===== src/rtl/seq_divider.sv =====
// ============================================================================
// Module   : seq_divider
// Brief    : Iterative restoring signed/unsigned divider, one quotient bit/clk
// Revision : 1.0 - initial release
// ============================================================================
`default_nettype none

module seq_divider #(
  parameter int WIDTH = 32
) (
  input  logic             clk,
  input  logic             rst_n,
  input  logic             start,
  input  logic             is_signed,
  input  logic [WIDTH-1:0] dividend,
  input  logic [WIDTH-1:0] divisor,
  output logic             busy,
  output logic             done,
  output logic [WIDTH-1:0] quotient,
  output logic [WIDTH-1:0] remainder,
  output logic             div_error,
  output logic             overflow
);

  localparam int CW = $clog2(WIDTH + 1);

  localparam logic [1:0] S_IDLE = 2'd0;
  localparam logic [1:0] S_CALC = 2'd1;
  localparam logic [1:0] S_FIX  = 2'd2;
  localparam logic [1:0] S_DONE = 2'd3;

  localparam logic [WIDTH-1:0] MIN_VAL  = {1'b1, {(WIDTH-1){1'b0}}};
  localparam logic [WIDTH-1:0] ALL_ONES = {WIDTH{1'b1}};

  logic [1:0]       state_q, state_d;
  logic [WIDTH-1:0] rem_acc_q, rem_acc_d;
  logic [WIDTH-1:0] quo_acc_q, quo_acc_d;
  logic [WIDTH-1:0] mag_m_q, mag_m_d;
  logic [CW-1:0]    cnt_q, cnt_d;
  logic             q_neg_q, q_neg_d;
  logic             r_neg_q, r_neg_d;
  logic [WIDTH-1:0] quotient_q, quotient_d;
  logic [WIDTH-1:0] remainder_q, remainder_d;
  logic             div_error_q, div_error_d;
  logic             overflow_q, overflow_d;

  logic [WIDTH:0]   r_shift;
  logic [WIDTH:0]   trial;

  // Partial remainder stays below |M|, so the trial difference fits in
  // WIDTH+1 bits and its MSB is a reliable sign.
  assign r_shift = {rem_acc_q, quo_acc_q[WIDTH-1]};
  assign trial   = r_shift - {1'b0, mag_m_q};

  always_comb begin
    state_d     = state_q;
    rem_acc_d   = rem_acc_q;
    quo_acc_d   = quo_acc_q;
    mag_m_d     = mag_m_q;
    cnt_d       = cnt_q;
    q_neg_d     = q_neg_q;
    r_neg_d     = r_neg_q;
    quotient_d  = quotient_q;
    remainder_d = remainder_q;
    div_error_d = div_error_q;
    overflow_d  = overflow_q;

    case (state_q)
      S_IDLE: begin
        if (start) begin
          if (divisor == '0) begin
            quotient_d  = ALL_ONES;
            remainder_d = dividend;
            div_error_d = 1'b1;
            overflow_d  = 1'b0;
            state_d     = S_DONE;
          end else if (is_signed && (dividend == MIN_VAL) && (divisor == ALL_ONES)) begin
            quotient_d  = MIN_VAL;
            remainder_d = '0;
            div_error_d = 1'b0;
            overflow_d  = 1'b1;
            state_d     = S_DONE;
          end else begin
            q_neg_d   = is_signed & (dividend[WIDTH-1] ^ divisor[WIDTH-1]);
            r_neg_d   = is_signed & dividend[WIDTH-1];
            quo_acc_d = (is_signed && dividend[WIDTH-1]) ? (~dividend + 1'b1) : dividend;
            mag_m_d   = (is_signed && divisor[WIDTH-1])  ? (~divisor + 1'b1)  : divisor;
            rem_acc_d = '0;
            cnt_d     = CW'(WIDTH);
            state_d   = S_CALC;
          end
        end
      end
      S_CALC: begin
        rem_acc_d = trial[WIDTH] ? r_shift[WIDTH-1:0] : trial[WIDTH-1:0];
        quo_acc_d = {quo_acc_q[WIDTH-2:0], ~trial[WIDTH]};
        cnt_d     = cnt_q - 1'b1;
        if (cnt_q == CW'(1)) begin
          state_d = S_FIX;
        end
      end
      S_FIX: begin
        quotient_d  = q_neg_q ? (~quo_acc_q + 1'b1) : quo_acc_q;
        remainder_d = r_neg_q ? (~rem_acc_q + 1'b1) : rem_acc_q;
        div_error_d = 1'b0;
        overflow_d  = 1'b0;
        state_d     = S_DONE;
      end
      default: begin
        state_d = S_IDLE;
      end
    endcase
  end

  always_ff @(posedge clk or negedge rst_n) begin
    if (!rst_n) begin
      state_q     <= S_IDLE;
      rem_acc_q   <= '0;
      quo_acc_q   <= '0;
      mag_m_q     <= '0;
      cnt_q       <= '0;
      q_neg_q     <= 1'b0;
      r_neg_q     <= 1'b0;
      quotient_q  <= '0;
      remainder_q <= '0;
      div_error_q <= 1'b0;
      overflow_q  <= 1'b0;
    end else begin
      state_q     <= state_d;
      rem_acc_q   <= rem_acc_d;
      quo_acc_q   <= quo_acc_d;
      mag_m_q     <= mag_m_d;
      cnt_q       <= cnt_d;
      q_neg_q     <= q_neg_d;
      r_neg_q     <= r_neg_d;
      quotient_q  <= quotient_d;
      remainder_q <= remainder_d;
      div_error_q <= div_error_d;
      overflow_q  <= overflow_d;
    end
  end

  assign busy      = (state_q == S_CALC) || (state_q == S_FIX);
  assign done      = (state_q == S_DONE);
  assign quotient  = quotient_q;
  assign remainder = remainder_q;
  assign div_error = div_error_q;
  assign overflow  = overflow_q;

endmodule

`default_nettype wire

===== config.mk =====
export PLATFORM = sky130hd
export DESIGN_NAME = seq_divider
export DESIGN_NICKNAME = d
export VERILOG_FILES = /design/src/rtl/seq_divider.sv
export SDC_FILE = /design/constraint.sdc
export NUM_CORES = 1
export LEC_CHECK = 0
export CAP_MARGIN = 20
export CORE_AREA = 10 10 158 160
export CTS_CLUSTER_SIZE = 20
export DETAILED_ROUTE_END_ITERATION = 12
export DIE_AREA = 0 0 168 170
export PLACE_DENSITY = 0.8
export SLEW_MARGIN = 20
export SYNTH_ARGS = -nofsm -noshare
export SYNTH_HDL_FRONTEND = slang
export SYNTH_SLANG_ARGS = --single-unit

===== constraint.sdc =====
create_clock -name clk -period 3.46 [get_ports clk]
set_clock_uncertainty 0.05 [all_clocks]
set_input_delay 0.692 -clock clk [delete_from_list [all_inputs] [get_ports clk]]
set_output_delay 0.692 -clock clk [all_outputs]
set_load 0.01 [all_outputs]

==> results.md <==
- Status: finished clean
- Tightest Pin Transition: between 1 and 1.5 ns
- TritonCTS clock tree: built
- Final period utilization: 0.953
- Filler cells: 1667
- Synth cell types: 67
- CP Class: input port to flip-flop
- GRT Util Overall: 0.263
- Hold WC Path Type: input port to asynchronous set/reset pin
- Layout Nets: between 1500 and 2000
- Synth Register Bits: approximately 170
- Avg Cell Area, Syn: 8.17 um2
- CP Depth: 10
- CP required: 3.72 ns
- Clk sinks: 172
- Pin count of the biggest net entering global routing: 90
- CTS H-tree lvls: 4
- Max_cap viols: 0
- Syn Nets: 1631
- Core ar.: ~0.022 mm2
- Slew HR: 0.323
- First-pass GRT wire length: about 62000 um
- CTS Hold Bufs: 0
- Dpl cell area: 0.0149 mm2
- RSZ-0062 raised after global routing: no
- Slowest CP cell: or4_1
- Final wirelength: between 30000 and 40000 um
- Leakage: ~6.6 nW
- GRT Residual Overflow: 0
- Commonest non-fill, non-tap cells in the layout: dfrtp_1 (172), nand2_1 (169), a21oi_1 (136), clkdlybuf4s50_1 (134), buf_4 (133)
- Root buffer cell: clkbuf_16
- First drt pass iteration count: 6
- Most common cell after layout, fill and taps aside: dfrtp_1
- R2R depth: 13
- Layout cells sized above 1: 0.123
- Placer Congestion: between 1 and 1.5
- Ys Warns: 0
- Most used flip-flop cell after synthesis: dfrtp_1
- Async S/R FF share, synth: 1.00
- Detailed Place HPWL: between 20000 and 30000 um
- CP max FO: 10
- CTS buffer count: 17
- Buffers plus inverters on the worst setup path: 2
- Worst-skew pair later-pin latency: about 0.44 ns
- Critical-path cell list: clkdlybuf4s50_1, or4_1, nor4_2, buf_4, and4_2, a211oi_2, nand2b_1, nand2_2, nor2_1, a221o_1
- Synth Instances: roughly 1500
- Post-route ant nets: 0
- Avg WL per Cell: a little under 20 um
- Final instance area: roughly 0.016 mm2
- Final total power: roughly 15 mW
- Pins Over Slew Limit: 0
- Initial antenna violation count: 0
- CP arrival: between 3 and 4 ns
- Max Buffers Root-to-Sink: 2
- Ports: approximately 140
- Setup-failing EPs final: 0
- Vias in the first global route: between 10000 and 15000
- Worst-path clk slew: roughly 0.070 ns
- Row count: between 50 and 60
- Port bufs: between 100 and 150
- Starting Density: 0.572
- N_diodes: 0
- Die W: around 170 um
- EDFF count, synth: 0
- Max Freq: ~300 MHz
- Vias per std cell: about 6.3
- Count of final hold-check violations: 0
- Via count: roughly 13000
- Area Growth Syn to Fin: 25.8%
- Top delay family on crit path: simple AND/OR/NAND/NOR gates
- Sequential area share after synthesis: 0.347
- Residual DRC: 0
- CP Launch Type: input port
- Syn Std Cell Area: roughly 0.012 mm2
- Starting DRT DRC Count: roughly 1400
- Power Dens Cells: ~970 mW/mm2
- Min Tclk post-route: approximately 3.3 ns
- VDD IR max: between 400 and 500 uV
- Max stage delay on crit path: 0.59 ns
- DIE AREA: ~0.029 mm2
- Die height: between 150 and 200 um
- Worst Setup End Kind: flip-flop
==> final cells by class <==
class / instances / area (um2) / area share
Multi-Input combinational cell: 1189 / 7480 / 0.480
Sequential cell: 172 / 4300 / 0.276
Timing Repair Buffer: 282 / 2630 / 0.169
Clock buffer: 17 / 425 / 0.0273
Tap cell: 280 / 350 / 0.0225
Inverter: 58 / 218 / 0.0140
Clock inverter: 15 / 184 / 0.0118
==> registers in the layout (all words and copies together) (netlist names), 2 cells and up <==
name and count:
quo_acc_q 32, mag_m_q 32, cnt_q 6, remainder 32, state_q 2, rem_acc_q 32
quotient 32
==> power by group <==
part           internal [mW]  total (mW)  switching (mW)
clock                   1.15        2.02           0.867
sequential              2.91        3.82           0.904
combinational           4.12        9.34            5.22
total                   8.18        15.2            6.99
==> synth_stat cells, drive strengths merged, types with 23 or more instances <==
library cell	n	share of area
clkbuf	68	0.021
o22ai	35	0.018
a211oi	29	0.018
nor2	112	0.034
xor2	66	0.047
a21oi	136	0.055
buf	32	0.015
a21o	37	0.022
o31ai	37	0.022
o21ai	123	0.050
dfrtp	172	0.35
nand3	23	0.0093
nor3	55	0.023
ha	44	0.044
xnor2	78	0.055
nand2	171	0.053
inv	57	0.017
==> metrics by stage <==
step	utilization	worst slack, ns	hold slack [ns]	instances	TNS, ns
after detailed placement	0.689	-0.359	0.415	1979	-35.28
after floorplan	-	0.345	0.346	1518	0
after CTS	0.717	0.0135	0.311	2011	0
after global placement	0.689	-0.254	0.410	1979	-23.88
final	0.719	0.164	0.274	2013	0
after global routing	0.719	0.00183	0.348	2013	0
==> metal layers <==
layer  wire (um)  GRT usage  vias to the layer above  part of all wire
met5           0          0                        -                 0
met4        1000     0.0814                        0             0.026
met3        4030     0.0562                       82              0.10
met2       17400      0.414                      691              0.45
met1       16400      0.354                     5912              0.42
li1            -          -                     5915                 -
==> timing repair <==
| action | CTS | global route |
|---|---|---|
| endpoints found under the setup margin | 0 | 115 |
| buffers inserted | 0 | 1 |
| gates resized for setup | 0 | 6 |
==> path summary, 6_finish.rpt <==
kind / from / to / slack (ns)
max in group asynchronous: rst_n / quotient[3] / 2.28
min in group clk: quotient[17] / quotient[17] / 0.43
min reg2reg: quotient[17] / quotient[17] / 0.43
min: rst_n / remainder[22] / 0.27
max: dividend[26] / rem_acc_q[22] / 0.16
max reg2reg: quo_acc_q[31] / rem_acc_q[0] / 0.23
==> kinds of logic after synthesis <==
group                    share of synthesized area
AO/OA/AOI/OAI                                0.265
AND/OR/NAND/NOR                              0.182
flip-flops                                   0.347
buffers and inverters                       0.0532
XOR/XNOR                                     0.102
adder cells (fa/ha/maj)                     0.0460
multiplexers                               0.00424
Power figures use the tool's default switching activity.
